[config.mk]
export PLATFORM = sky130hd
export DESIGN_NAME = csi_rx_clk_ctrl
export DESIGN_NICKNAME = d
export VERILOG_FILES = /design/src/rtl/csi_rx_clk_ctrl.sv
export SDC_FILE = /design/constraint.sdc
export NUM_CORES = 1
export LEC_CHECK = 0
export BUFFER_PORTS_ARGS = -buffer_cell sky130_fd_sc_hd__buf_2
export CAP_MARGIN = 10
export CORE_ASPECT_RATIO = 1.2
export CORE_MARGIN = 2
export CORE_UTILIZATION = 40
export DETAILED_ROUTE_END_ITERATION = 16
export GPL_TIMING_DRIVEN = 1
export PLACE_DENSITY = 0.59
export SETUP_SLACK_MARGIN = 0.5
export SYNTH_ARGS = -nofsm -noshare
export SYNTH_HDL_FRONTEND = slang
export SYNTH_SLANG_ARGS = --single-unit
[constraint.sdc]
create_clock -name clock -period 2.9 [get_ports clock]
set_input_delay 0.29 -clock clock [delete_from_list [all_inputs] [get_ports clock]]
set_output_delay 0.29 -clock clock [all_outputs]
set_load 0.01 [all_outputs]
[src/rtl/csi_rx_clk_ctrl.sv]
// csi_rx_clk_ctrl
//   Bring-up and supervision of the D-PHY byte clock for a CSI-2 receiver.
//   The byte clock is observed as a toggle signal (byte_clk_tgl) that is
//   synchronised into the system clock domain. Once enough consecutive
//   toggle edges are seen, the BUFRs are held in reset, allowed to settle,
//   the deserializers are released and the block reports lock. Losing the
//   byte clock (no edge for TIMEOUT cycles) drops lock and restarts.
//
// Optional feature macro: CSI_RX_CLK_FREQ_CHECK_EN
//   When defined, the edge rate is also checked in LOCKED over consecutive
//   FREQ_WIN-cycle windows; a count outside [FREQ_MIN, FREQ_MAX] drops lock.
//
// Ports
//   clock         system clock, all logic on its rising edge
//   reset         synchronous active-high reset
//   enable        1 permits bring-up, 0 returns to IDLE
//   byte_clk_tgl  toggles once per byte clock period (asynchronous)
//   bufr_reset    CLR for the D-PHY clock BUFRs
//   serdes_reset  reset for the lane deserializers
//   clk_locked    high only in LOCKED
//   clk_lost      one-cycle pulse when LOCKED is left on a clock fault
//   state         encoded current state
//   relock_cnt    number of clk_lost events, saturating at 255
module csi_rx_clk_ctrl #(
  parameter int RST_CYCLES    = 16,
  parameter int SETTLE_CYCLES = 64,
  parameter int ACT_EDGES     = 8,
  parameter int TIMEOUT       = 256,
  parameter int FREQ_WIN      = 1024,
  parameter int FREQ_MIN      = 200,
  parameter int FREQ_MAX      = 300
) (
  input  logic       clock,
  input  logic       reset,
  input  logic       enable,
  input  logic       byte_clk_tgl,
  output logic       bufr_reset,
  output logic       serdes_reset,
  output logic       clk_locked,
  output logic       clk_lost,
  output logic [2:0] state,
  output logic [7:0] relock_cnt
);

  typedef enum logic [2:0] {
    ST_IDLE       = 3'd0,
    ST_WAIT_ACT   = 3'd1,
    ST_BUFR_RST   = 3'd2,
    ST_SETTLE     = 3'd3,
    ST_SERDES_RST = 3'd4,
    ST_LOCKED     = 3'd5
  } state_t;

  localparam int SERDES_CYCLES = 4;
  localparam int PH_MAX_A      = (RST_CYCLES > SETTLE_CYCLES) ? RST_CYCLES : SETTLE_CYCLES;
  localparam int PH_MAX        = (PH_MAX_A > SERDES_CYCLES) ? PH_MAX_A : SERDES_CYCLES;
  localparam int PH_W          = $clog2(PH_MAX + 1);
  localparam int GAP_W         = $clog2(TIMEOUT + 1);
  localparam int EDGE_W        = $clog2(ACT_EDGES + 1);

  localparam logic [PH_W-1:0]   RST_LAST    = PH_W'(RST_CYCLES - 1);
  localparam logic [PH_W-1:0]   SETTLE_LAST = PH_W'(SETTLE_CYCLES - 1);
  localparam logic [PH_W-1:0]   SERDES_LAST = PH_W'(SERDES_CYCLES - 1);
  localparam logic [GAP_W-1:0]  GAP_LAST    = GAP_W'(TIMEOUT - 1);
  localparam logic [EDGE_W-1:0] EDGE_LAST   = EDGE_W'(ACT_EDGES - 1);

  // Reject an inconsistent frequency window at elaboration in every build.
  if (FREQ_MIN > FREQ_MAX || FREQ_MAX > FREQ_WIN) begin : g_bad_freq_cfg
    $error("csi_rx_clk_ctrl: FREQ_MIN/FREQ_MAX/FREQ_WIN inconsistent");
  end

  state_t             state_reg;
  logic               bufr_reset_reg;
  logic               serdes_reset_reg;
  logic               clk_locked_reg;
  logic               clk_lost_reg;
  logic [7:0]         relock_cnt_reg;
  logic [PH_W-1:0]    phase_cnt_reg;
  logic [GAP_W-1:0]   gap_cnt_reg;
  logic [EDGE_W-1:0]  edge_cnt_reg;
  logic               sync1_reg;
  logic               sync2_reg;
  logic               hist_reg;

  logic edge_det;
  logic timeout_hit;
  logic loss_event;

  // An edge is any change between the synchronised sample and its history.
  assign edge_det    = sync2_reg ^ hist_reg;
  // TIMEOUT consecutive cycles without an edge.
  assign timeout_hit = !edge_det && (gap_cnt_reg == GAP_LAST);

`ifdef CSI_RX_CLK_FREQ_CHECK_EN
  localparam int WIN_W = $clog2(FREQ_WIN + 1);
  localparam logic [WIN_W-1:0] WIN_LAST = WIN_W'(FREQ_WIN - 1);
  localparam logic [WIN_W:0]   CNT_MIN  = (WIN_W + 1)'(FREQ_MIN);
  localparam logic [WIN_W:0]   CNT_MAX  = (WIN_W + 1)'(FREQ_MAX);

  logic [WIN_W-1:0] win_cnt_reg;
  logic [WIN_W-1:0] win_edges_reg;
  logic [WIN_W:0]   win_total;
  logic             freq_fault;

  // The edge arriving on the last window cycle still belongs to that window.
  assign win_total  = {1'b0, win_edges_reg} + {{WIN_W{1'b0}}, edge_det};
  assign freq_fault = (win_cnt_reg == WIN_LAST) &&
                      ((win_total < CNT_MIN) || (win_total > CNT_MAX));
  assign loss_event = timeout_hit || freq_fault;

  // Windows run back to back while LOCKED and restart on every entry.
  always_ff @(posedge clock) begin
    if (reset || !enable || state_reg != ST_LOCKED) begin
      win_cnt_reg   <= '0;
      win_edges_reg <= '0;
    end else if (win_cnt_reg == WIN_LAST) begin
      win_cnt_reg   <= '0;
      win_edges_reg <= '0;
    end else begin
      win_cnt_reg <= win_cnt_reg + 1'b1;
      if (edge_det) win_edges_reg <= win_edges_reg + 1'b1;
    end
  end
`else
  assign loss_event = timeout_hit;
`endif

  // Outputs are registered alongside the state so they line up with it.
  always_ff @(posedge clock) begin
    if (reset) begin
      state_reg        <= ST_IDLE;
      bufr_reset_reg   <= 1'b1;
      serdes_reset_reg <= 1'b1;
      clk_locked_reg   <= 1'b0;
      clk_lost_reg     <= 1'b0;
      relock_cnt_reg   <= '0;
      phase_cnt_reg    <= '0;
      gap_cnt_reg      <= '0;
      edge_cnt_reg     <= '0;
      sync1_reg        <= 1'b0;
      sync2_reg        <= 1'b0;
      hist_reg         <= 1'b0;
    end else begin
      sync1_reg    <= byte_clk_tgl;
      sync2_reg    <= sync1_reg;
      hist_reg     <= sync2_reg;
      clk_lost_reg <= 1'b0;

      if (!enable) begin
        // Takes precedence over a coincident timeout: no clk_lost, no count.
        state_reg        <= ST_IDLE;
        bufr_reset_reg   <= 1'b1;
        serdes_reset_reg <= 1'b1;
        clk_locked_reg   <= 1'b0;
        phase_cnt_reg    <= '0;
        gap_cnt_reg      <= '0;
        edge_cnt_reg     <= '0;
      end else begin
        case (state_reg)
          ST_IDLE: begin
            state_reg     <= ST_WAIT_ACT;
            phase_cnt_reg <= '0;
            gap_cnt_reg   <= '0;
            edge_cnt_reg  <= '0;
          end
          ST_WAIT_ACT: begin
            if (edge_det) begin
              gap_cnt_reg <= '0;
              if (edge_cnt_reg == EDGE_LAST) begin
                state_reg     <= ST_BUFR_RST;
                edge_cnt_reg  <= '0;
                phase_cnt_reg <= '0;
              end else begin
                edge_cnt_reg <= edge_cnt_reg + 1'b1;
              end
            end else if (gap_cnt_reg == GAP_LAST) begin
              // Gap too long: activity must be re-proven from scratch.
              edge_cnt_reg <= '0;
            end else begin
              gap_cnt_reg <= gap_cnt_reg + 1'b1;
            end
          end
          ST_BUFR_RST: begin
            if (phase_cnt_reg == RST_LAST) begin
              state_reg      <= ST_SETTLE;
              bufr_reset_reg <= 1'b0;
              phase_cnt_reg  <= '0;
            end else begin
              phase_cnt_reg <= phase_cnt_reg + 1'b1;
            end
          end
          ST_SETTLE: begin
            if (phase_cnt_reg == SETTLE_LAST) begin
              state_reg     <= ST_SERDES_RST;
              phase_cnt_reg <= '0;
            end else begin
              phase_cnt_reg <= phase_cnt_reg + 1'b1;
            end
          end
          ST_SERDES_RST: begin
            if (phase_cnt_reg == SERDES_LAST) begin
              state_reg        <= ST_LOCKED;
              serdes_reset_reg <= 1'b0;
              clk_locked_reg   <= 1'b1;
              phase_cnt_reg    <= '0;
              gap_cnt_reg      <= '0;
            end else begin
              phase_cnt_reg <= phase_cnt_reg + 1'b1;
            end
          end
          ST_LOCKED: begin
            if (loss_event) begin
              state_reg        <= ST_WAIT_ACT;
              bufr_reset_reg   <= 1'b1;
              serdes_reset_reg <= 1'b1;
              clk_locked_reg   <= 1'b0;
              clk_lost_reg     <= 1'b1;
              gap_cnt_reg      <= '0;
              edge_cnt_reg     <= '0;
              if (relock_cnt_reg != 8'hFF) relock_cnt_reg <= relock_cnt_reg + 1'b1;
            end else if (edge_det) begin
              gap_cnt_reg <= '0;
            end else begin
              gap_cnt_reg <= gap_cnt_reg + 1'b1;
            end
          end
          default: begin
            // Unused encodings recover to IDLE with safe outputs.
            state_reg        <= ST_IDLE;
            bufr_reset_reg   <= 1'b1;
            serdes_reset_reg <= 1'b1;
            clk_locked_reg   <= 1'b0;
            phase_cnt_reg    <= '0;
            gap_cnt_reg      <= '0;
            edge_cnt_reg     <= '0;
          end
        endcase
      end
    end
  end

  assign state        = state_reg;
  assign bufr_reset   = bufr_reset_reg;
  assign serdes_reset = serdes_reset_reg;
  assign clk_locked   = clk_locked_reg;
  assign clk_lost     = clk_lost_reg;
  assign relock_cnt   = relock_cnt_reg;

endmodule
==> impl_metrics.toml, run 1 <==
[run_status]
status = "completed"

[die]
core_sq_um = 4561
io_pins = 19
die_w_um = 66.66
start_util_pct = 41.32
dieArea_sq_um = 5278
die_h_um = 79.19
rows = 27

[finish]
area_growth_syn_to_layout_pct = 15.21
layout_commonest_cell = "dfxtp_1"
final_util_pct = 47.60
drive_above_1_share_pct = 13.39
largest_reg_flops = 9
fillers = 451
antennaDiodeCount = 0
num-nets-final = 262
final_cell_mix = "38 x dfxtp_1, 25 x nor2_1, 19 x nand3_1"
seqCellArea_sq_um = 760.7
multi_input_area_sq_um = 1077

[synthesis]
syn_nets = 240
synthCells = 231
synth_sequential_area_ratio_pct = 40.37
synth_ff_type = "dfxtp_1"
synthSimpleGateAreaFrac_pct = 31.81
postSynth.asyncResetShare_pct = 0
synth_edf_count = 0
synth_top_family_by_area = "simple AND/OR/NAND/NOR gates"
yosysWarnings = 0
synth_xor_area_share_pct = 4.183
synthMuxAreaShare_pct = 0.5312
synthAdderAreaFrac_pct = 3.320
synth_compound_area_share_pct = 17.00
postSynthAreaPerCell_sq_um = 8.157
ys_ff_latch = 38
synth.cell_area_sq_um = 1884
synth_cell_type_count = 41

[setup_path]
reg2reg_depth = 6
path_max_fanout = 7
path_class = "flip-flop to flip-flop"
cp-endpoint = "gap_cnt_reg[7]"
crit_path_end_kind = "flip-flop"
setup.worst_path.start_class = "flip-flop"
cp.required_ps = 3120
r2r_start = "phase_cnt_reg[0]"
r2r_slack_ps = 620
worstReg2RegEnd = "gap_cnt_reg[7]"
arrival_ps = 2500
critPathLaunch = "phase_cnt_reg[0]"

[timing]
finClkSkew_ps = 9.066
worst_pin_slew_ps = 663.4
hold_violations = 0
rsz0062_at_grt = "false"
max_freq_mhz = 438.0
slew_violations = 0
slew_headroom_pct = 55.77
setup_viol = 0
timing.final.ws_setup_ps = 616.7
min_period_ps = 2283
tns_ps = 0
fin_crit_sh_pct = 78.73

[detailed_routing]
remaining_drc_errors = 0
via_per_inst = 5.340
dr.pass1.iters = 4
drt-initial-drc-count = 73
routed_wl_mm = 3.985
wl_per_cell_um = 12.77
final_antenna_net_count = 0
vias = 1666

[job]
maxCapViolCount = 0

[cts]
cts_buffers = 5
cts_root_buffer = "clkbuf_8"
cts_tree = "built"
clock_sinks = 38
clock_latency_ps = 290
hold_buffers = 0
clk_pin_slew_worst_paths_ps = 80
htree_levels = 2
clockBufferDepth = 2

[power_and_ir_drop]
powerDensity_nw_per_um2 = 467.7
leakagePower_nw = 0.8061
peakVddDrop_mv = 0.2699

[grt]
top_usage_layer = "met2"
grt_pass1_vias = 1454
antenna_found_initial = 0
track_usage_pct = 16.19
gr-usage-met3_pct = 4.249
overflow = 0
grt_max_degree = 17
use_met1_pct = 19.39
grt_pass1_wl_mm = 6.575
grt_use_met2_pct = 27.00

[place]
io_buffers = 18
gp_congestion = 0.8154
post-place-ws_ps = 614.4
dp_hpwl_mm = 2.793

[min_path]
hold_class = "primary input to flip-flop"
## final cells by class
class | count | area share [%]
Clock buffer | 7 | 3.516
Clock inverter | 1 | 1.383
Inverter | 5 | 0.8646
Multi-Input combinational cell | 179 | 49.63
Sequential cell | 38 | 35.04
Tap cell | 58 | 3.343
Timing Repair Buffer | 24 | 6.225
## critical path: stages, from the launching register on
cell and delay, ps:
dfxtp_1 370, ha_1 240, or4b_4 500, o31ai_4 330, nand2_4 120, or4_1 510, a21oi_1 150
## cell families after synthesis
group / Yosys count
multiplexers: 1
flip-flops: 38
buffers and inverters: 14
AND/OR/NAND/NOR: 113
XOR/XNOR: 9
AO/OA/AOI/OAI: 51
adder cells (fa/ha/maj): 5
## metrics by stage
step	cell area [sq um]	hold WS (ps)	total power, mW	std cells
global route	2171	197.3	1.056	312
CTS	2142	202.8	1.023	309
finish	2171	204.2	1.015	312
floorplan	1884	361.6	0.5655	231
detailed placement	2036	432.8	0.5785	301
global placement	2036	426.8	0.5788	301
## report_power, final
group	internal [mW]	switching (mW)	total (mW)
Sequential	0.524	0.00319	0.527
Clock	0.258	0.191	0.449
Combinational	0.0139	0.0251	0.0391
Total	0.796	0.220	1.02
## per-layer routing
metal | routed length, um | part of all wire, %
met1 | 1893 | 48
met5 | 0 | 0
met4 | 72 | 1.8
met2 | 1887 | 47
met3 | 132 | 3.3
## worst min-delay path by stage
stage	to	startpoint	cells after the start	slack, ps
floorplan	hist_reg	reset	1	360
global placement	sync2_reg	sync1_reg	1	430
detailed placement	sync2_reg	sync1_reg	1	430
CTS	sync1_reg	byte_clk_tgl	2	200
global route	sync1_reg	byte_clk_tgl	2	200
finish	sync1_reg	byte_clk_tgl	2	200
## synth_stat cells, types with 4 or more instances
master | instances | area share (%)
dfxtp_1 | 38 | 40
nor2_1 | 25 | 5.0
nand3_1 | 19 | 5.0
o21ai_0 | 17 | 4.5
nand2_1 | 14 | 2.8
a21oi_1 | 13 | 3.5
nor3_1 | 12 | 3.2
nor2b_1 | 11 | 3.7
clkbuf_1 | 9 | 1.8
xnor2_1 | 7 | 3.3
and3_1 | 6 | 2.0
o31ai_1 | 6 | 2.4
ha_1 | 5 | 3.3
inv_1 | 5 | 1.0
a31oi_1 | 4 | 1.3
nand2b_1 | 4 | 1.3
## timing repair
action / in CTS / in global routing
setup endpoints to repair: 0 / 4
endpoints found under the hold margin: 0 / 0
resized for setup: 0 / 1
setup buffers: 0 / 3
Power figures use the tool's default switching activity.
==> run 2, diff against run 1 <==
Settings changed: PLACE_DENSITY 0.59 to 0.61.
Clock period 2.9 ns to 2 ns, I/O delays scaled along.
==> run 2 against run 1 <==
Net effect: final area increased by 25%; fmax grew 19%; flip-flop and latch count did not move; power grew 38%; via count rose by 11%; largest power group unchanged; clock power is 26% higher; die area is the same; first-iteration DRC count is 22% higher; clock skew shrank 1.7 ps; non-clock buffer count is 33 higher; count of clock-buffer cells in the layout unchanged.
==> impl_metrics.toml, run 2 (synthesized netlist as in run 1, its figures left out) <==
[detailed_routing]
vias = 1855
wl_per_cell_um = 13.37
drt-initial-drc-count = 89
wl_met1_mm = 1.990
routed_wl_mm = 4.614
dr_wl_met3_um = 165
met2_length_mm = 2.320
via_per_inst = 5.377
remaining_drc_errors = 0
dr.pass1.iters = 4
routed.top_layer = "met4"
final_antenna_net_count = 0

[cts]
htree_levels = 2
cts_buffers = 5
cts_root_buffer = "clkbuf_8"
cts_tree = "built"
clk_pin_slew_worst_paths_ps = 70
hold_buffers = 0
clock_sinks = 38
clockBufferDepth = 2
clock_latency_ps = 300

[timing]
fin_crit_sh_pct = 96.09
tns_ps = 0
setup_viol = 0
rsz0062_at_grt = "true"
slew_violations = 0
timing.final.ws_setup_ps = 78.13
max_freq_mhz = 520.3
worst_pin_slew_ps = 507.2
whs_ps = 127.3
finClkSkew_ps = 7.326
slew_headroom_pct = 66.06
hold_violations = 0
min_period_ps = 1922

[run_status]
status = "completed"

[power_and_ir_drop]
p_total_mw = 1.397
seqPwrFrac_pct = 54.3
switching_share_pct = 23.96
combPwrFrac_pct = 5.2
p_int_mw = 1.062
powerDensity_nw_per_um2 = 515.1
power_frac_clock_pct = 40.5
p_switching_mw = 0.3347
leakagePower_nw = 1.028
peakVddDrop_mv = 0.4553

[job]
maxCapViolCount = 0

[grt]
antenna_found_initial = 0
overflow = 0
grt_max_degree = 15
grt_pass1_wl_mm = 7.369
track_usage_pct = 17.94
grt_pass1_vias = 1682

[finish]
final_cell_mix = "31 x dfxtp_1, 31 x buf_4, 21 x nor2_1"
drive_above_1_share_pct = 39.72
antennaDiodeCount = 0
num-nets-final = 295
finalNonFillerCells = 345
largest_reg_flops = 9
area_growth_syn_to_layout_pct = 43.89

[place]
gp_congestion = 0.9407
post-place-ws_ps = -65.86
io_buffers = 18
post-place-cells = 317
dp_hpwl_mm = 3.135

[die]
rows = 27
start_util_pct = 41.32
dieArea_sq_um = 5278
io_pins = 19
core_sq_um = 4561
die_h_um = 79.19
die_w_um = 66.66

[setup_path]
r2r_slack_ps = 80
path_max_fanout = 4
setup.worst_path.start_class = "flip-flop"
cp.required_ps = 2180
arrival_ps = 2100
crit_path_end_kind = "flip-flop"
path_class = "flip-flop to flip-flop"

[min_path]
hold_class = "primary input to flip-flop"
## run 2: worst paths after layout
| check | startpoint | to | cells past startpoint |
|---|---|---|---|
| max | phase_cnt_reg[0] | phase_cnt_reg[0] | 7 |
| min | byte_clk_tgl | sync1_reg | 2 |
| max reg2reg | phase_cnt_reg[0] | phase_cnt_reg[0] | 7 |
| min reg2reg | sync1_reg | sync2_reg | 1 |
## run 2: routing by layer
layer | vias up | GRT usage (%)
met3 | 15 | 4.958
met2 | 32 | 29.30
met1 | 867 | 21.35
met5 | - | 0
met4 | 0 | 8.776
li1 | 941 | -
## run 2: final cells by class
type                    instances  area [sq um]
fillers                       403          1849
well taps                      58         72.57
clock buffers                   7         86.33
flip-flops and latches         38         782.0
multi-input cells             179          1329
inverters                       5         23.77
clock inverters                 1         5.005
repair buffers                 57         412.9
## run 2: what timing repair did
action / 4_1_cts / 5_1_grt
buffers inserted: 5 / 14
setup endpoints to repair: 33 / 35
gates resized for setup: 23 / 37
cloned: 0 / 1
pin swaps: 20 / 23
## run 2: power by group through the flow
stage	Sequential [mW]	Clock, mW	Combinational, mW
global placement	0.782	0	0.0664
finish	0.758	0.566	0.0728
floorplan	0.781	0	0.0427
detailed placement	0.782	0	0.0658
CTS	0.763	0.572	0.0691
global route	0.758	0.590	0.0803
## run 2: worst max-delay path: stages (launching register included)
cell and delay, ps:
dfxtp_4 360, ha_4 120, or4b_4 470, o31ai_4 260, buf_4 170, buf_6 110, inv_6 40, o31a_1 270
## run 2: per-stage QoR
step / instance area (sq um) / util (%)
after global routing: 2711 / 59.45
final: 2711 / 59.45
after CTS: 2464 / 54.02
after detailed placement: 2257 / 49.49
after floorplan: 1986 / -
after global placement: 2257 / 49.49
